`config.mk`:
```
export PLATFORM = sky130hd
export DESIGN_NAME = cacheline_adaptor
export DESIGN_NICKNAME = d
export VERILOG_FILES = /design/src/rtl/cacheline_adaptor.sv
export SDC_FILE = /design/constraint.sdc
export NUM_CORES = 1
export LEC_CHECK = 0
export CAP_MARGIN = 5
export CORE_ASPECT_RATIO = 1.1
export CORE_MARGIN = 8
export CORE_UTILIZATION = 30
export DETAILED_ROUTE_END_ITERATION = 8
export HOLD_SLACK_MARGIN = 0.15
export PLACE_DENSITY = 0.65
export REMOVE_ABC_BUFFERS = 1
export SETUP_SLACK_MARGIN = 0.4
export SLEW_MARGIN = 10
export SYNTH_ARGS = -nofsm -noshare
export SYNTH_HDL_FRONTEND = slang
export SYNTH_SLANG_ARGS = --single-unit
export TNS_END_PERCENT = 100
```
`constraint.sdc`:
```
create_clock -name clk -period 3 [get_ports clk]
set_input_delay 0.6 -clock clk [delete_from_list [all_inputs] [get_ports clk]]
set_output_delay 0.6 -clock clk [all_outputs]
set_load 0.005 [all_outputs]
```
`src/rtl/cacheline_adaptor.sv`:
```
// Line-to-burst adaptor: splits one cache-line read/write into BEATS memory beats.
// Optional per-direction completion counters behind CACHELINE_ADAPTOR_PERF_EN.
module cacheline_adaptor #(
  parameter int LINE_W   = 256,
  parameter int BURST_W  = 64,
  parameter int ADDR_W   = 32,
  parameter int OFFSET_W = 5
) (
  input  logic               clk,
  input  logic               rst_n,
  input  logic [LINE_W-1:0]  line_i,
  output logic [LINE_W-1:0]  line_o,
  input  logic [ADDR_W-1:0]  address_i,
  input  logic               read_i,
  input  logic               write_i,
  output logic               resp_o,
  input  logic [BURST_W-1:0] burst_i,
  output logic [BURST_W-1:0] burst_o,
  output logic [ADDR_W-1:0]  address_o,
  output logic               read_o,
  output logic               write_o,
  input  logic               resp_i
`ifdef CACHELINE_ADAPTOR_PERF_EN
  ,
  output logic [31:0]        rd_count_o,
  output logic [31:0]        wr_count_o
`endif
);

  localparam int BEATS = LINE_W / BURST_W;
  localparam int CNT_W = (BEATS > 1) ? $clog2(BEATS) : 1;

  typedef enum logic [1:0] {IDLE, READ, WRITE, RESP} state_t;

  state_t              state_reg;
  logic [CNT_W-1:0]    beat_reg;
  logic [LINE_W-1:0]   wbuf_reg;
  logic [BURST_W-1:0]  wbeats [BEATS];
  logic                last_beat;
  logic [ADDR_W-1:0]   aligned_addr;
  logic                unused_offset;

  generate
    for (genvar gi = 0; gi < BEATS; gi++) begin : g_wbeat
      assign wbeats[gi] = wbuf_reg[gi*BURST_W +: BURST_W];
    end
  endgenerate

  assign last_beat     = (beat_reg == CNT_W'(BEATS - 1));
  assign aligned_addr  = {address_i[ADDR_W-1:OFFSET_W], {OFFSET_W{1'b0}}};
  assign unused_offset = ^address_i[OFFSET_W-1:0];

  // Gated by write_o so a stale buffer never shows on the bus outside a burst.
  assign burst_o = write_o ? wbeats[beat_reg] : '0;

  always_ff @(posedge clk or negedge rst_n) begin
    if (!rst_n) begin
      state_reg <= IDLE;
      beat_reg  <= '0;
      wbuf_reg  <= '0;
      line_o    <= '0;
      address_o <= '0;
      read_o    <= 1'b0;
      write_o   <= 1'b0;
      resp_o    <= 1'b0;
    end else begin
      case (state_reg)
        IDLE: begin
          beat_reg <= '0;
          if (write_i) begin
            wbuf_reg  <= line_i;
            address_o <= aligned_addr;
            write_o   <= 1'b1;
            state_reg <= WRITE;
          end else if (read_i) begin
            address_o <= aligned_addr;
            read_o    <= 1'b1;
            state_reg <= READ;
          end
        end
        READ: begin
          if (resp_i) begin
            line_o[BURST_W*beat_reg +: BURST_W] <= burst_i;
            if (last_beat) begin
              beat_reg  <= '0;
              read_o    <= 1'b0;
              resp_o    <= 1'b1;
              state_reg <= RESP;
            end else begin
              beat_reg <= beat_reg + 1'b1;
            end
          end
        end
        WRITE: begin
          if (resp_i) begin
            if (last_beat) begin
              beat_reg  <= '0;
              write_o   <= 1'b0;
              resp_o    <= 1'b1;
              state_reg <= RESP;
            end else begin
              beat_reg <= beat_reg + 1'b1;
            end
          end
        end
        RESP: begin
          resp_o    <= 1'b0;
          state_reg <= IDLE;
        end
        default: state_reg <= IDLE;
      endcase
    end
  end

`ifdef CACHELINE_ADAPTOR_PERF_EN
  logic rd_done;
  logic wr_done;

  assign rd_done = (state_reg == READ)  && resp_i && last_beat;
  assign wr_done = (state_reg == WRITE) && resp_i && last_beat;

  // Saturating counters, bumped on the edge that enters RESP.
  always_ff @(posedge clk or negedge rst_n) begin
    if (!rst_n) begin
      rd_count_o <= '0;
      wr_count_o <= '0;
    end else begin
      if (rd_done && (rd_count_o != '1)) rd_count_o <= rd_count_o + 32'd1;
      if (wr_done && (wr_count_o != '1)) wr_count_o <= wr_count_o + 32'd1;
    end
  end
`endif

endmodule

```
==> impl_metrics.json, run 1 <==
{
  "outcome": "finished, final reports clean",
  "hold_depth": 2,
  "insertion_delay_ns": 0.59,
  "drive_above_1_share_pct": 28.0,
  "worstSetupPathType": "reg -> out",
  "numCtsBuffers": 58,
  "area_growth_pct": 49.7,
  "report.final.slew_viol_count": 0,
  "row_count": 105,
  "post-route-period-util_pct": 98.9,
  "cts_tree": "done",
  "synth.distinct_cells": 29,
  "antenna_found_initial": 9,
  "cp_max_fo": 7,
  "core_um2": 74600,
  "cts_sinks": 546,
  "nets": 2780,
  "fmax_mhz": 337,
  "hold_start": "line_o[96]",
  "power_density_nw_per_um2": 926,
  "syn_area_per_cell_um2": 13.7,
  "drtIter0Drc": 745,
  "place_inst": 3256,
  "regToRegEndpoint": "line_o[2]",
  "required_ns": 2.40,
  "critPathCaptureType": "output port",
  "arrival_ns": 2.37,
  "drt-total-wl_um": 78600,
  "max-cap-violations": 0,
  "post-place-ws_ns": 0.175,
  "seq_area_frac_synth_pct": 60.5,
  "die_w_um": 278,
  "chipHeight_um": 304,
  "hold_slack_ns": 0.480,
  "worst_slack_ns": 0.0337,
  "finClkSkew_ns": 0.0172,
  "synthesis.area_um2": 22600,
  "grt_pass1_wl_um": 119000,
  "overflow": 0,
  "grt_pass1_vias": 18400,
  "wl_per_cell_um": 23.0,
  "io_buffers": 701,
  "fin_setup_tns_ns": 0,
  "setup_viol": 0,
  "async_reset_ff_share_pct": 100,
  "utilization_pct": 45.4,
  "htreeDepth": 2,
  "ios": 712,
  "route.detailed.drc": 0,
  "initial_core_util_pct": 30.3,
  "stdcell_count": 3423,
  "synth-seq-cells": 546,
  "use_met2_pct": 29.5,
  "track_usage_pct": 18.1,
  "drt_pre_antenna_iters": 5,
  "leakage_nw": 14.2,
  "fin_crit_ns": 2.97,
  "cts_root_buffer": "clkbuf_16",
  "reg2reg_depth": 9,
  "vdd_drop_max_v": 0.000483,
  "synth_edf_count": 0,
  "grt_util_met3_pct": 6.98,
  "rsz0062_at_grt": "yes",
  "tightest_slew_ns": 0.973,
  "synth_warnings": 0,
  "via_per_inst": 4.81,
  "final_cell_mix": "clkdlybuf4s50_1 (636), dfrtp_1 (543), mux2_2 (287)",
  "r2r_slack_ns": 0.53,
  "grt_busiest_layer": "met2",
  "path_clk_slew_ns": 0.06,
  "finalPower_mw": 31.3,
  "layout_commonest_cell": "clkdlybuf4s50_1",
  "placed_area_um2": 30900,
  "worstReg2RegStart": "beat_reg[0]",
  "ant_nets": 0,
  "ys.flop_type": "dfrtp_1",
  "postLayoutCellArea_um2": 33800,
  "vias": 16500,
  "start_kind": "flop",
  "cts_buffer_depth": 3,
  "die-area_um2": 84400,
  "worstHoldEndpoint": "line_o[96]",
  "dp_hpwl_um": 56600,
  "gp_congestion": 0.814,
  "hold_path_class": "reg -> reg",
  "hold_viol_final": 0,
  "grt.met1_usage_pct": 21.9,
  "maxSlewHeadroom_pct": 35.2,
  "syn-instance-count": 1653,
  "grt_max_degree": 95
}
==> where the power goes <==
part           leakage, nW  switching (mW)  total [mW]  internal [mW]
Combinational         6.31            4.60        12.6           8.00
Sequential            6.96            1.39        11.3           9.89
Clock                0.978            2.94        7.48           4.53
==> layer usage <==
layer  up-vias  share of wire (%)
met5         -              0.034
li1       7357                  -
met1      8314                 40
met4         4                3.3
met3       127                9.7
met2       669                 47
==> synth_stat cells (2+ instances only) <==
cell type	instances	area share, %
a32o_1	2	0.089
ha_1	13	0.72
o2bb2ai_1	2	0.078
nand3_1	6	0.13
nor4b_2	2	0.13
and2_1	64	1.8
clkbuf_1	50	0.83
nand2b_1	3	0.083
o21ai_0	70	1.6
a22o_1	128	5.0
o21ai_1	60	1.3
mux2_2	287	14
buf_4	9	0.30
buf_6	21	1.0
mux4_2	64	6.4
dfrtp_1	546	60
inv_1	5	0.083
nand2_1	260	4.3
nor2_1	3	0.050
buf_2	49	1.1
==> cells by family (layout without fill, tap and decap cells) <==
kind of cell,count (synthesis),in the layout,synth area share (%)
DFF,546,546,60.5
muxes,352,352,20.7
and+or+nand+nor,341,341,6.61
AOI/OAI and AO/OA,266,266,8.13
buffers and inverters,134,932,3.34
adders and majority gates,13,13,0.720
other,1,10,0.0166
==> how the worst max path moves through the flow <==
stage	start	to	slack (ns)	cells past startpoint
finish	beat_reg[0]	burst_o[0]	0.03	7
global route	beat_reg[0]	burst_o[0]	-0.03	7
CTS	beat_reg[0]	burst_o[25]	-0.06	4
detailed placement	beat_reg[0]	burst_o[6]	0.17	4
global placement	beat_reg[0]	burst_o[49]	0.14	4
floorplan	beat_reg[0]	line_o[192]	-7.11	4
==> critical path, cell delays in order (launching register included) <==
cell     delay (ns)
dfrtp_4        0.54
buf_12         0.16
buf_12         0.13
buf_6          0.11
buf_6          0.10
mux4_2         0.45
and2_4         0.18
buf_6          0.11
==> layout make-up <==
cell class	count	area, um^2
diodes	5	12.5
clock buffers	84	1670
clock inverters	21	329
fillers	6648	40800
inverters	5	18.8
multi-input cells	977	8400
flip-flops and latches	546	13700
well taps	963	1200
repair buffers	822	8530
==> repair_timing <==
action | in CTS | in global routing
gates resized for setup | 366 | 34
endpoints found under the hold margin | 47 | 0
setup buffers | 43 | 10
endpoints found under the setup margin | 163 | 98
pin swaps | 2 | 0
cloned | 3 | 0
hold buffers | 1 | 0
No activity file was read; power rests on OpenSTA's default activity.
==> run 2, diff against run 1 <==
--- a/config.mk
+++ b/config.mk
@@ -11,7 +11,6 @@
 export CORE_UTILIZATION = 30
 export DETAILED_ROUTE_END_ITERATION = 8
 export HOLD_SLACK_MARGIN = 0.15
-export PLACE_DENSITY = 0.65
 export REMOVE_ABC_BUFFERS = 1
 export SETUP_SLACK_MARGIN = 0.4
 export SLEW_MARGIN = 10
==> run 2 against run 1 <==
Clock skew is 0.0087 ns higher; total power is 0.14% higher; count of clock-buffer cells in the layout is 7 higher; sequential cell count stayed put; critical path type unchanged; fmax is 0.56% higher; clock power is 3.6% lower; non-clock buffer count is 21 lower; hold slack better by 0.00096 ns; sequential power hardly changed; largest cell class unchanged; utilization is 0.11 points lower; first-iteration DRC count is 1.3% higher.
==> impl_metrics.json, run 2 (synthesis results as in run 1) <==
{
  "grt_pass1_wl_um": 124000,
  "fmax_mhz": 339,
  "die-area_um2": 84400,
  "cp_max_fo": 8,
  "outcome": "finished, final reports clean",
  "arrival_ns": 2.35,
  "reg2reg_depth": 11,
  "required_ns": 2.40,
  "worstPathCellList": "buf_12, buf_12, buf_16, buf_6, mux4_2, and2_4, buf_6",
  "worstSetupPathType": "reg -> out",
  "report.final.slew_viol_count": 0,
  "switchingPower_mw": 9.13,
  "internal-power_mw": 22.3,
  "numCtsBuffers": 59,
  "worstHoldEndpoint": "line_o[121]",
  "vias": 16400,
  "hold_path_class": "reg -> reg",
  "fin_crit_ns": 2.95,
  "fin_setup_tns_ns": 0,
  "hold_start": "line_o[121]",
  "die_w_um": 278,
  "nFillCells": 6746,
  "cts_buffer_depth": 3,
  "overflow": 0,
  "r2r_slack_ns": 0.51,
  "ant_nets": 0,
  "p_clk_share_pct": 23.0,
  "dp_hpwl_um": 59500,
  "finalPower_mw": 31.4,
  "post-place-ws_ns": 0.178,
  "pwr-share-comb_pct": 41.0,
  "critPathTopFamily": "buffers and inverters",
  "path_clk_slew_ns": 0.06,
  "hold_slack_ns": 0.481,
  "tightest_slew_ns": 0.745,
  "slowest_stage": "dfrtp_4",
  "post-route-period-util_pct": 98.3,
  "via_per_inst": 4.82,
  "htreeDepth": 2,
  "route.detailed.drc": 0,
  "p_seq_share_pct": 36.1,
  "vdd_drop_max_v": 0.000486,
  "worstReg2RegStart": "beat_reg[0]",
  "row_count": 105,
  "power_density_nw_per_um2": 930,
  "initial_core_util_pct": 30.3,
  "drt-total-wl_um": 83700,
  "hold_depth": 2,
  "critPathCaptureType": "output port",
  "gp_congestion": 0.790,
  "grt_max_degree": 97,
  "drt_pre_antenna_iters": 4,
  "regToRegEndpoint": "line_o[30]",
  "start_kind": "flop",
  "cts_sinks": 546,
  "drtIter0Drc": 755,
  "cts_root_buffer": "clkbuf_16",
  "multi_input_area_um2": 8450,
  "drive_above_1_share_pct": 27.7,
  "setup_viol": 0,
  "track_usage_pct": 19.1,
  "leakage_nw": 14.1,
  "core_um2": 74600,
  "sw_frac_of_total_pct": 29.1,
  "nets": 2760,
  "layout_commonest_cell": "clkdlybuf4s50_1",
  "utilization_pct": 45.2,
  "critPathMaxStageDelay_ns": 0.50,
  "worst_slack_ns": 0.0502,
  "final_cell_mix": "clkdlybuf4s50_1 (635), dfrtp_1 (543), mux2_2 (287)",
  "seq_area_um2": 13700,
  "ios": 712,
  "maxSlewHeadroom_pct": 50.3,
  "cts_tree": "done",
  "hold_viol_final": 0,
  "area_growth_pct": 49.4,
  "cp_num_buf_inv": 5,
  "rsz0062_at_grt": "yes",
  "grt_pass1_vias": 18400,
  "antenna_found_initial": 17,
  "io_buffers": 701,
  "max-cap-violations": 0,
  "wl_per_cell_um": 24.6,
  "finClkSkew_ns": 0.0259,
  "chipHeight_um": 304,
  "insertion_delay_ns": 0.61
}
[run 2: cell types whose count changed in the layout (fill, tap and decap cells not counted), moves of 5 or more]
cell	previous run	this run
and2_4	48	57
buf_2	14	7
buf_6	79	70
bufinv_16	8	3
buf_4	49	41
buf_16	3	8
and2_1	16	7
diode_2	5	10
[run 2: cell type report]
type                       count  area share (%)
clock inverter                14           0.500
timing repair buffer         801            25.1
multi-input combinational    977            25.0
sequential                   546            40.5
clock buffer                  91            5.18
tap                          963            3.57
antenna                       10          0.0741
inverter                       5          0.0667
[run 2: timing repair]
| action | in CTS | in global routing |
|---|---|---|
| setup endpoints to repair | 208 | 141 |
| pin swaps | 39 | 3 |
| gates cloned | 5 | 1 |
| resized for setup | 375 | 49 |
| buffers inserted | 26 | 7 |
| hold buffers | 1 | 0 |
| hold endpoints to repair | 50 | 0 |
[run 2: worst max-delay path by stage]
stage                             end   startpoint  slack (ns)  cells past startpoint
after floorplan           line_o[192]  beat_reg[0]       -7.11                      4
after global placement    burst_o[19]  beat_reg[0]        0.19                      4
after detailed placement   burst_o[0]  beat_reg[0]        0.18                      4
after CTS                 burst_o[14]  beat_reg[0]       -0.01                      7
after global routing      burst_o[14]  beat_reg[0]       -0.04                      7
final                     burst_o[14]  beat_reg[0]        0.05                      7
[run 2: worst register-to-register path, cell delays in order (launching register included)]
cell,delay (ns)
dfrtp_4,0.50
buf_12,0.15
buf_6,0.11
buf_8,0.11
buf_4,0.17
clkinvlp_4,0.15
ha_4,0.20
nand3_4,0.12
nor4b_4,0.32
buf_4,0.17
buf_12,0.21
a22o_1,0.22
[run 2: metrics by stage]
step / instances / instance area (um^2)
after detailed placement: 3252 / 30900
final: 3407 / 33800
after CTS: 3389 / 33500
after global placement: 3252 / 30900
after global routing: 3400 / 33700
after floorplan: 1528 / 21900
[run 2: power by group through the flow]
stage                     registers (mW)  logic (mW)  clock network (mW)
after floorplan                     11.2        5.83                   0
after global placement              11.3        11.2                   0
after detailed placement            11.5        11.4                   0
after CTS                           11.3        12.6                7.46
after global routing                11.6        13.8                7.72
final                               11.3        12.9                7.21
[run 2: layer usage]
metal | up-vias | routed length (um) | global-route usage, %
li1 | 7315 | - | -
met4 | 14 | 1750 | 4.31
met1 | 8348 | 33300 | 23.0
met5 | - | 96 | 0
met3 | 107 | 8550 | 8.25
met2 | 637 | 40100 | 31.6
==> run 3, diff against run 2 <==
--- a/config.mk
+++ b/config.mk
@@ -12,7 +12,6 @@
 export DETAILED_ROUTE_END_ITERATION = 8
 export HOLD_SLACK_MARGIN = 0.15
 export REMOVE_ABC_BUFFERS = 1
-export SETUP_SLACK_MARGIN = 0.4
 export SLEW_MARGIN = 10
 export SYNTH_ARGS = -nofsm -noshare
 export SYNTH_HDL_FRONTEND = slang
==> run 3 against run 2 <==
Die area is the same; worst setup slack lost 0.045 ns; via count shrank 0.53%; count of clock-buffer cells in the layout is the same; clock power is essentially flat; fmax shrank 1.5%; hold slack is essentially flat; clock skew grew 0.0020 ns; combinational power shrank 9%.
==> impl_metrics.json, run 3 (synthesis results as in run 1) <==
{
  "outcome": "finished, final reports clean",
  "track_usage_pct": 19.0,
  "r2r_slack_ns": 0.32,
  "vdd_drop_max_v": 0.000489,
  "wl_per_cell_um": 24.4,
  "die_w_um": 278,
  "hold_path_class": "reg -> reg",
  "fin_crit_ns": 3.00,
  "crit_top_cell": "buf_12",
  "vias": 16300,
  "gp_congestion": 0.790,
  "met1_length_um": 33300,
  "insertion_delay_ns": 0.61,
  "finClkSkew_ns": 0.0280,
  "nets": 2745,
  "post-route-period-util_pct": 99.8,
  "wl_met3_um": 8080,
  "numCtsBuffers": 59,
  "required_ns": 2.40,
  "chipHeight_um": 304,
  "critPathCaptureType": "output port",
  "setup_viol": 0,
  "hold_viol_final": 0,
  "area_growth_pct": 47.0,
  "power_density_nw_per_um2": 909,
  "worstSetupPathType": "reg -> out",
  "core_um2": 74600,
  "leakage_nw": 13.9,
  "highest_layer": "met5",
  "hold_depth": 2,
  "ios": 712,
  "met2_wirelength_um": 38700,
  "die-area_um2": 84400,
  "cts_tree": "done",
  "reg2reg_depth": 8,
  "slowest_stage": "dfrtp_4",
  "arrival_ns": 2.40,
  "worstHoldEndpoint": "line_o[121]",
  "cts_sinks": 546,
  "report.final.slew_viol_count": 0,
  "via_per_inst": 4.82,
  "final_cell_mix": "clkdlybuf4s50_1 (636), dfrtp_1 (543), mux2_2 (287)",
  "finalPower_mw": 30.2,
  "crit_start": "beat_reg[0]",
  "cts_buffer_depth": 3,
  "grt_pass1_wl_um": 123000,
  "grt_pass1_vias": 18200,
  "route.detailed.drc": 0,
  "max-cap-violations": 0,
  "io_buffers": 701,
  "fmax_mhz": 334,
  "rsz0062_at_grt": "yes",
  "antenna_found_initial": 14,
  "layout_commonest_cell": "clkdlybuf4s50_1",
  "worstReg2RegStart": "beat_reg[0]",
  "maxSlewHeadroom_pct": 32.4,
  "drive_above_1_share_pct": 24.7,
  "cts_root_buffer": "clkbuf_16",
  "tightest_slew_ns": 1.01,
  "placed_area_um2": 30900,
  "critPathMaxStageDelay_ns": 0.50,
  "worstPathCellList": "buf_12, buf_12, buf_12, buf_6, mux4_2, and2_4, buf_6",
  "postLayoutCellArea_um2": 33200,
  "drt-total-wl_um": 82600,
  "nFillCells": 6797,
  "row_count": 105,
  "cp_max_fo": 6,
  "regToRegEndpoint": "line_o[231]",
  "initial_core_util_pct": 30.3,
  "drtIter0Drc": 760,
  "hold_start": "line_o[121]",
  "grt_max_degree": 97,
  "drt_pre_antenna_iters": 4,
  "start_kind": "flop",
  "utilization_pct": 44.5,
  "overflow": 0,
  "htreeDepth": 2,
  "dp_hpwl_um": 59500,
  "ant_nets": 0,
  "path_clk_slew_ns": 0.06
}
## run 3: changes by cell type in the layout (fill, tap and decap cells not counted), sizes merged, moves of 12 or more
cell           change
buf               -58
clkdlybuf4s15     +18
clkbuf            +12
dlygate4sd2       +12
## run 3: power by group
group,total [mW],internal [mW],switching [mW]
Clock,7.20,4.24,2.96
Combinational,11.7,7.21,4.48
Sequential,11.3,9.89,1.43
## run 3: area by class of cell
cell class                 instances  area (um^2)  area share [%]
multi-input combinational        977         8350            25.1
inverter                           5         18.8          0.0565
antenna                           10         25.0          0.0753
clock inverter                    14          169           0.508
clock buffer                      91         1750            5.26
tap                              963         1200            3.63
timing repair buffer             786         8040            24.2
sequential                       546        13700            41.2
## run 3: worst max-delay path by stage
stage                        to  slack, ns
global route        burst_o[22]      -0.07
global placement    burst_o[19]       0.19
finish              burst_o[22]      0.005
CTS                 burst_o[48]      -0.07
floorplan           line_o[192]      -7.11
detailed placement   burst_o[0]       0.18
## run 3: repair_timing
item,4_1_cts,5_1_grt
gates resized for setup,205,31
hold endpoints to repair,50,0
hold buffers,1,0
endpoints found under the setup margin,64,39
cloned,4,0
setup buffers,19,3
pin swaps,5,1
## run 3: routing by layer
layer / global-route usage, % / vias up
met4: 5.45 / 10
met3: 7.99 / 120
met2: 30.8 / 645
li1: - / 7288
met1: 23.0 / 8271
met5: 0 / -
## run 3: worst max-delay path: cells and delay by family, from the launching register on
kind	cells	cell delay (ns)
multiplexers	1	0.42
buffers and inverters	5	0.67
AND/OR/NAND/NOR	1	0.18
flip-flops	1	0.50
## run 3: stage by stage
stage | setup WS (ns) | hold slack, ns | setup TNS, ns | instances
final | 0.00486 | 0.481 | 0 | 3392
after global routing | -0.0713 | 0.510 | -0.419 | 3385
after CTS | -0.0652 | 0.486 | -0.630 | 3381
after detailed placement | 0.178 | 0.473 | 0 | 3252
after global placement | 0.192 | 0.463 | 0 | 3252
after floorplan | -7.11 | 0.304 | -2234.74 | 1528
